===== src/rtl/issue_select_scheduler.sv =====
// Issue-queue control: owns slot valid bits, picks the lowest free slot for allocation,
// and uses an age matrix to dispatch the oldest operand-ready entry each cycle.
module issue_select_scheduler #(
  parameter int N_ENTRIES = 16,
  parameter int IDX_W     = $clog2(N_ENTRIES)
) (
  input  logic                 CLK,
  input  logic                 RESET,
  input  logic                 STALL,
  input  logic                 FLUSH,
  input  logic                 alloc_req,
  output logic                 alloc_ready,
  output logic [IDX_W-1:0]     alloc_idx,
  input  logic [N_ENTRIES-1:0] ready_vec,
  output logic                 issue_valid,
  output logic [IDX_W-1:0]     issue_idx,
  output logic [N_ENTRIES-1:0] issue_onehot,
  output logic [IDX_W:0]       occupancy,
  output logic                 full,
  output logic                 empty
);

  localparam logic [IDX_W:0] FULL_CNT = N_ENTRIES[IDX_W:0];

  logic [N_ENTRIES-1:0] valid_q, valid_d;
  logic [N_ENTRIES-1:0] older_q [N_ENTRIES];
  logic [N_ENTRIES-1:0] older_d [N_ENTRIES];
  logic                 issue_valid_q, issue_valid_d;
  logic [IDX_W-1:0]     issue_idx_q, issue_idx_d;
  logic [N_ENTRIES-1:0] issue_onehot_q, issue_onehot_d;
  logic [IDX_W:0]       occupancy_q, occupancy_d;

  logic [N_ENTRIES-1:0] cand;
  logic [N_ENTRIES-1:0] is_oldest;
  logic [IDX_W-1:0]     oldest_idx;
  logic                 do_alloc;
  logic                 do_issue;

  assign full        = (occupancy_q == FULL_CNT);
  assign empty       = (occupancy_q == '0);
  assign alloc_ready = !full && !STALL && !FLUSH;
  assign do_alloc    = alloc_req && alloc_ready;
  assign cand        = valid_q & ready_vec;
  assign do_issue    = !STALL && !FLUSH && (|cand);

  always_comb begin
    alloc_idx = '0;
    for (int i = N_ENTRIES - 1; i >= 0; i--) begin
      if (!valid_q[i]) alloc_idx = i[IDX_W-1:0];
    end
  end

  // A candidate is oldest when no other candidate has its bit set in this column.
  generate
    for (genvar gi = 0; gi < N_ENTRIES; gi++) begin : g_sel
      logic [N_ENTRIES-1:0] col;
      always_comb begin
        col = '0;
        for (int j = 0; j < N_ENTRIES; j++) col[j] = older_q[j][gi];
      end
      assign is_oldest[gi] = cand[gi] && !(|(cand & col));
    end
  endgenerate

  always_comb begin
    oldest_idx = '0;
    for (int i = 0; i < N_ENTRIES; i++) begin
      if (is_oldest[i]) oldest_idx = oldest_idx | i[IDX_W-1:0];
    end
  end

  always_comb begin
    valid_d        = valid_q;
    older_d        = older_q;
    issue_valid_d  = 1'b0;
    issue_idx_d    = issue_idx_q;
    issue_onehot_d = '0;
    occupancy_d    = occupancy_q;
    if (FLUSH) begin
      valid_d     = '0;
      occupancy_d = '0;
      for (int i = 0; i < N_ENTRIES; i++) older_d[i] = '0;
    end else if (!STALL) begin
      if (do_alloc) begin
        valid_d[alloc_idx] = 1'b1;
        for (int j = 0; j < N_ENTRIES; j++) older_d[j][alloc_idx] = valid_q[j];
        older_d[alloc_idx] = '0;
      end
      // Clearing the issued row/column after the alloc update also drops any
      // freshly-set older[oldest][new] bit when both happen on one edge.
      if (do_issue) begin
        valid_d[oldest_idx] = 1'b0;
        older_d[oldest_idx] = '0;
        for (int j = 0; j < N_ENTRIES; j++) older_d[j][oldest_idx] = 1'b0;
        issue_valid_d  = 1'b1;
        issue_idx_d    = oldest_idx;
        issue_onehot_d = is_oldest;
      end
      occupancy_d = occupancy_q + {{IDX_W{1'b0}}, do_alloc} - {{IDX_W{1'b0}}, do_issue};
    end
  end

  always_ff @(posedge CLK or posedge RESET) begin
    if (RESET) begin
      valid_q        <= '0;
      issue_valid_q  <= 1'b0;
      issue_idx_q    <= '0;
      issue_onehot_q <= '0;
      occupancy_q    <= '0;
      for (int i = 0; i < N_ENTRIES; i++) older_q[i] <= '0;
    end else begin
      valid_q        <= valid_d;
      issue_valid_q  <= issue_valid_d;
      issue_idx_q    <= issue_idx_d;
      issue_onehot_q <= issue_onehot_d;
      occupancy_q    <= occupancy_d;
      for (int i = 0; i < N_ENTRIES; i++) older_q[i] <= older_d[i];
    end
  end

  assign issue_valid  = issue_valid_q;
  assign issue_idx    = issue_idx_q;
  assign issue_onehot = issue_onehot_q;
  assign occupancy    = occupancy_q;

endmodule


===== config.mk =====
export PLATFORM = sky130hd
export DESIGN_NAME = issue_select_scheduler
export DESIGN_NICKNAME = d
export VERILOG_FILES = /design/src/rtl/issue_select_scheduler.sv
export SDC_FILE = /design/constraint.sdc
export NUM_CORES = 1
export LEC_CHECK = 0
export ABC_AREA = 1
export CORE_MARGIN = 2
export CORE_UTILIZATION = 30
export CTS_CLUSTER_DIAMETER = 40
export DETAILED_ROUTE_END_ITERATION = 16
export GPL_ROUTABILITY_DRIVEN = 0
export PLACE_DENSITY = 0.42
export REMOVE_ABC_BUFFERS = 1
export SLEW_MARGIN = 20
export SYNTH_ARGS = -nofsm -noshare
export SYNTH_HDL_FRONTEND = slang
export SYNTH_SLANG_ARGS = --single-unit

===== constraint.sdc =====
create_clock -name CLK -period 13.5 [get_ports CLK]
set_input_delay 2.7 -clock CLK [delete_from_list [all_inputs] [get_ports CLK]]
set_output_delay 2.7 -clock CLK [all_outputs]
set_load 0.02 [all_outputs]

==> results of run 1 <==
kinds of logic (layout without fill, tap and decap cells):
family | count (synthesis) | count (layout)
AO/OA/AOI/OAI | 433 | 433
adder cells (fa/ha/maj) | 7 | 7
AND/OR/NAND/NOR | 1761 | 1761
XOR/XNOR | 2 | 2
buffers and inverters | 453 | 517
flip-flops | 298 | 298
layer usage:
layer  up-vias  part of all wire, %  global-route usage [%]
met5         -                0.026                       0
met4         4                  6.0                   17.07
met3       302                  8.7                   6.409
met2      1182                   43                   46.05
met1     10620                   43                   42.24
li1       9634                    -                       -
critical path: cells and delay by family:
kind / cells / cell delay [ps]
and+or+nand+nor: 1 / 370
buffers and inverters: 3 / 1260
AOI/OAI and AO/OA: 1 / 150
how the worst max path moves through the flow:
stage | endpoint | start | cells past startpoint | slack, ps
6_report | alloc_ready | FLUSH | 5 | 6320
5_1_grt | alloc_ready | FLUSH | 5 | 6160
3_3_place_gp | alloc_ready | FLUSH | 5 | 6240
2_1_floorplan | g_sel[8].col[2] | STALL | 9 | -990
4_1_cts | alloc_ready | FLUSH | 5 | 6280
3_5_place_dp | alloc_ready | FLUSH | 5 | 6280
registers in the layout, summed over array words and instances (netlist names):
signal and cells:
valid_q 16, issue_idx 4, issue_onehot 16, occupancy 5
issue_valid 1, g_sel.col 256
cell usage in the layout (no fill, tap or decap), types with 36 or more instances in the layout:
cell	instances
o21ai_0	144
dfrtp_1	298
nand3_1	308
inv_2	51
clkbuf_16	80
o21ai_1	72
a21oi_1	98
clkdlybuf4s50_1	53
o22ai_1	36
nand2_1	963
nor2_1	227
nand4_1	60
inv_1	230
or2_2	51
power breakdown:
| part | internal [mW] | switching [mW] | leakage [nW] | total (mW) |
|---|---|---|---|---|
| combinational | 0.0729 | 0.176 | 5.86 | 0.249 |
| sequential | 0.926 | 0.0283 | 4.11 | 0.955 |
| clock | 1.34 | 0.627 | 1.34 | 1.96 |
| total | 2.34 | 0.831 | 11.3 | 3.17 |
metrics by stage:
stage          std cells  utilization [%]  area (um^2)  setup WS [ps]  TNS, ps
2_1_floorplan       2791                -        19280         -989.9  -103590
3_3_place_gp        3739            32.11        21190           6241        0
3_5_place_dp        3739            32.12        21190           6283        0
4_1_cts             3882            36.25        23920           6284        0
5_1_grt             3882            36.25        23920           6155        0
6_report            3882            36.25        23920           6315        0
layout make-up:
class                      count  area [um^2]
fill                        7012        42060
multi-input combinational   2203        10750
sequential                   298         7457
clock buffer                 101         2211
inverter                     290         1112
tap                          864         1081
timing repair buffer          84        792.0
clock inverter                42        514.2
==> summary.txt, run 1 <==
Drt
  • Post-DRT Antenna Nets: 0
  • Vias per cell: 5.601
  • DR WL/cell: 27.94 um
  • Starting DRT DRC Count: 2837
  • First-pass iteration count of the detailed router: 6
  • Routed vias: 21740
  • Routed Wire Length: 108500 um
  • DRC errors left: 0

Power and ir drop
  • Lkg Pwr: 11.32 nW
  • Total Power: 3.168 mW
  • VDD IR max: 0.07770 mV
  • Power per cell area: 132.5 mW/mm^2

Critical path
  • Worst Path Max Fanout: 13
  • Worst flop-to-flop path endpoint: g_sel[0].col[0]
  • Setup slack, reg-to-reg: 7810 ps
  • WP data arrival: 4480 ps
  • CP max stage cell: clkdlybuf4s50_1
  • WP data required: 10800 ps
  • R2R Path Start: valid_q[13]
  • Worst Reg-to-Reg Cells: 11
  • CP Capture Type: primary output
  • Worst Setup Path Type: in -> out
  • CP Cell Sequence: clkdlybuf4s50_1 -> nor2_4 -> o21ai_0 -> inv_1 -> clkdlybuf4s50_1
  • Crit path top cell by count: clkdlybuf4s50_1
  • Worst setup SP type: input pin
  • Largest stage delay on the critical path: 620 ps

Global route
  • Initial antenna violation count: 3
  • Number of global-route vias before repair: 20660
  • Largest net degree at the start of global routing: 141
  • First-pass GRT wire length: 155000 um
  • Grt ovf: 0
  • GRT Total Usage: 31.09%

Outcome
  • Status: completed

Yosys
  • Mean area per synthesized cell: 6.797 um^2
  • Post-synth top area share: 37.14%
  • Top FF cell, synth: dfrtp_1
  • Synth cell count leaders: 964 x nand2_1, 308 x nand3_1, 298 x dfrtp_1, 233 x inv_1, 230 x nor2_1
  • Synth area leaders: dfrtp_1 37%, nand2_1 18%, nand3_1 7.7%
  • Simple-Gate Fraction of Synth Area: 40.57%
  • Area leader, netlist: dfrtp_1
  • Distinct cells, synth: 56
  • Post-synthesis mux area share: 0%
  • Adder-cell share of the synthesized area: 0.4736%
  • Most common cell in the synthesized netlist: nand2_1
  • Asr flop ratio synth: 100.0%
  • EDFF count, synth: 0
  • Seq/Total Area, Yosys: 37.14%
  • Mapped Cells: 2954
  • Synthesis warning total: 0
  • Largest family of logic cells by synthesized area: simple AND/OR/NAND/NOR gates
  • XOR/XNOR share of the synthesized area: 0.08724%
  • Flop and latch count out of synthesis: 298
  • Post-Syn Area: 0.02008 mm^2
  • Compound-Gate Fraction of Synth Area: 12.28%

Min path
  • Worst hold endpoint: g_sel[9].col[5]
  • Hold WC Path Type: reg -> reg
  • Hold Path Origin: g_sel[9].col[5]
  • Hold Path Stages: 2

CTS
  • Worst-path clk slew: 50 ps
  • Hold_buf cts: 0
  • Postcts setup bufs: 0
  • CTS-repair resized insts: 0
  • CTS H-tree lvls: 3
  • TritonCTS clock tree: built
  • CTS Buffer Depth: 3
  • CTS buffer count: 77
  • Clock Latency Late Sink: 630 ps
  • Clock sink count: 298
  • Clk root buf: clkbuf_16

Layout
  • Area Growth Syn to Fin: 19.12%
  • Antenna Cells: 0
  • Fin nets: 2982
  • Share of cells above drive strength 1: 13.19%

Timing
  • Max_slew headroom: 23.73%
  • Fmax: 139.2 MHz
  • RSZ-0062 raised after global routing: false
  • Fin crit period: 7185 ps
  • Pins Over Slew Limit: 0
  • Setup violators final: 0
  • Slew @ Worst Pin: 1144 ps
  • Setup Skew: 29.17 ps
  • Final Hold Fails: 0
  • WHS: 479.9 ps
  • Crit share post-route: 53.22%

Floorplanning
  • Ports: 54
  • Die Y: 262.7 um
  • Initial Util: 30.43%
  • # rows: 94
  • DIE AREA: 0.06901 mm^2
  • Chip width: 262.7 um
  • Core area: 0.06598 mm^2

Place
  • DPL Wire Length: 71010 um
  • Port Buffers: 53

Flow run
  • Max-Cap Viols: 0
Power figures use the tool's default switching activity.
==> run 2, diff against run 1 <==
- PLACE_DENSITY: 0.42 -> 0.43
- clock period: 13.5 -> 6.6 ns (I/O delays scaled with it)
==> run 2 against run 1 <==
  * Sequential power rose by 110%
  * Hold slack got worse by 1.5 ps
  * Utilization grew 0.053 points
  * Critical endpoint is now alloc_idx[0]
  * Highest routed layer is now met4
==> summary.txt, run 2 (synthesized netlist as in run 1, its figures left out) <==
Drt
  • Starting DRT DRC Count: 3081 (+8.6%)
  • DRC errors left: 0 (unchanged)
  • First-pass iteration count of the detailed router: 7 (+1)
  • Routed Wire Length: 110500 um (+1.9%)
  • DR WL/cell: 28.39 um (+1.6%)
  • Post-DRT Antenna Nets: 0 (unchanged)
  • Vias per cell: 5.661 (+1.1%)
  • Routed vias: 22030 (+1.3%)

Floorplanning
  • Initial Util: 30.43% (unchanged)
  • Core area: 0.06598 mm^2 (unchanged)
  • Chip width: 262.7 um (unchanged)
  • DIE AREA: 0.06901 mm^2 (unchanged)
  • Ports: 54 (unchanged)
  • Die Y: 262.7 um (unchanged)
  • # rows: 94 (unchanged)

Outcome
  • Status: completed

CTS
  • Postcts setup bufs: 0 (unchanged)
  • CTS H-tree lvls: 3 (unchanged)
  • Clk root buf: clkbuf_16
  • CTS Buffer Depth: 3 (unchanged)
  • CTS-repair resized insts: 0 (unchanged)
  • TritonCTS clock tree: built
  • Hold_buf cts: 0 (unchanged)
  • CTS buffer count: 75 (-2.6%)
  • Clock sink count: 298 (unchanged)
  • Worst-path clk slew: 50 ps (about the same)
  • Clock Latency Late Sink: 630 ps (about the same)

Timing
  • Max_slew headroom: 27.78% (+4.0 points)
  • Slew @ Worst Pin: 1080 ps (-63.73 ps)
  • Setup Skew: 36.49 ps (+7.316 ps)
  • Setup violators final: 0 (unchanged)
  • Total negative slack: 0 ps (unchanged)
  • RSZ-0062 raised after global routing: false
  • Fin crit period: 5271 ps
  • Pins Over Slew Limit: 0 (unchanged)
  • Final Hold Fails: 0 (unchanged)
  • Crit share post-route: 79.87%
  • Fmax: 189.7 MHz

Global route
  • GRT Total Usage: 31.58% (+0.50 points)
  • Grt ovf: 0 (unchanged)
  • Initial antenna violation count: 0 (-3)
  • First-pass GRT wire length: 157200 um (+1.4%)
  • Largest net degree at the start of global routing: 151 (+7.1%)
  • Number of global-route vias before repair: 20910 (+1.2%)

Critical path
  • WP data required: 5280 ps (-5520 ps)
  • R2R Path Start: valid_q[13]
  • Crit path top cell by count: nand2_1
  • WP data arrival: 3950 ps (-530 ps)
  • Largest stage delay on the critical path: 970 ps (+350 ps)
  • Worst Path Buf+Inv: 2 (-1)
  • CP Capture Type: primary output
  • Worst flop-to-flop path endpoint: g_sel[8].col[11]
  • Worst setup SP type: flip-flop
  • Worst setup startpoint: valid_q[14]
  • Setup slack, reg-to-reg: 1500 ps (-6310 ps)
  • Worst Path Max Fanout: 13 (unchanged)
  • CP Cell Sequence: nand2_1 -> nand2_1 -> nand2_1 -> nand2_1 -> nand2_1 -> nand2_1 -> nand2_1 -> nand2_1 -> nand2_1 -> nand2_1 -> nand2_1 -> nand2_1 -> nand2_2 -> nand2_1 -> nand2_2 -> inv_1 -> clkdlybuf4s50_1
  • CP max stage cell: dfrtp_1
  • Worst Reg-to-Reg Cells: 16 (+5)
  • Worst Setup Path Type: reg -> out
  • Crit path max-delay family: simple AND/OR/NAND/NOR gates

Min path
  • Hold WC Path Type: reg -> reg
  • Worst hold endpoint: g_sel[9].col[5]
  • Hold Path Origin: g_sel[9].col[5]
  • Hold Path Stages: 2 (unchanged)

Layout
  • Area Growth Syn to Fin: 19.29%
  • Fin nets: 2998 (+0.54%)
  • Multi-input gate area: 0.01075 mm^2 (about the same)
  • Commonest non-fill, non-tap cell in the layout: nand2_1
  • Share of cells above drive strength 1: 13.34% (+0.15 points)
  • # fillers: 7008 (-0.057%)
  • Commonest cells after routing, fill and taps aside: 963 x nand2_1, 308 x nand3_1, 298 x dfrtp_1, 230 x inv_1, 228 x nor2_1
  • Antenna Cells: 0 (unchanged)
  • Register Area: 0.007457 mm^2 (unchanged)
  • Final std cells w/o fill: 3892 (+0.26%)
  • Largest register FFs: 256 (unchanged)

Power and ir drop
  • Power per cell area: 266.2 mW/mm^2 (+100%)
  • VDD IR max: 0.1852 mV (+140%)
  • Lkg Pwr: 11.30 nW (-0.11%)

Flow run
  • Max-Cap Viols: 0 (unchanged)

Place
  • DPL Wire Length: 73880 um (+4.0%)
  • Placed Cells incl. Taps: 3756 (+0.45%)
  • Port Buffers: 53 (unchanged)
## run 2: changes by cell type in the layout (fill, tap and decap cells not counted), moves of 2 or more
cell / delta
inv_6: -2
clkinv_2: -12
inv_16: +2
clkbuf_8: -2
clkbuf_1: +3
clkinvlp_4: +7
clkbuf_16: -3
buf_4: +18
## run 2: layer usage
layer  track usage [%]  up-vias  wire [um]
met2             46.28     1447      46470
met4             18.34        0       7625
met1             43.04    10580      45320
li1                  -     9653          -
met5                 0        -          0
met3             6.372      347      11070
## run 2: cell type report
class	instances	share of cell area (%)
Clock buffer	99	8.849
Clock inverter	36	2.053
Inverter	290	4.644
Multi-Input combinational cell	2203	44.87
Sequential cell	298	31.13
Tap cell	864	4.513
Timing Repair Buffer	102	3.939
## run 2: worst register-to-register path, cell delays in order, from the launching register on
cell	delay, ps
dfrtp_1	920
nand2_1	680
inv_2	480
nand2_1	290
o21ai_1	150
nor2_1	80
nand3_2	190
nand4_1	330
nor2_8	370
nor2_8	120
nand2_2	450
inv_2	340
nor2_4	330
nand3_1	110
nor2_1	100
nand2_1	60
nand2_1	60
## run 2: worst max path at each step
stage | to | slack, ps | cells after the start
finish | alloc_idx[0] | 1330 | 17
global placement | g_sel[4].col[11] | 1150 | 17
global route | alloc_idx[0] | 1250 | 17
CTS | alloc_idx[0] | 1470 | 17
floorplan | g_sel[8].col[2] | -6510 | 9
detailed placement | g_sel[4].col[11] | 1160 | 17
## run 2: report_power, final
group,internal [mW],switching (mW)
sequential,1.89,0.0649
clock,2.61,1.29
combinational,0.153,0.369
total,4.66,1.72
## run 2: through the flow
stage | instance area (um^2) | power, mW | worst slack, ps | hold slack [ps] | utilization (%)
2_1_floorplan | 19280 | 2.298 | -6510 | 448.8 | -
3_3_place_gp | 21310 | 2.490 | 1145 | 462.9 | 32.30
3_5_place_dp | 21310 | 2.494 | 1156 | 468.0 | 32.30
4_1_cts | 23920 | 6.387 | 1470 | 479.5 | 36.26
5_1_grt | 23950 | 6.540 | 1250 | 495.3 | 36.30
6_report | 23950 | 6.376 | 1329 | 478.4 | 36.30
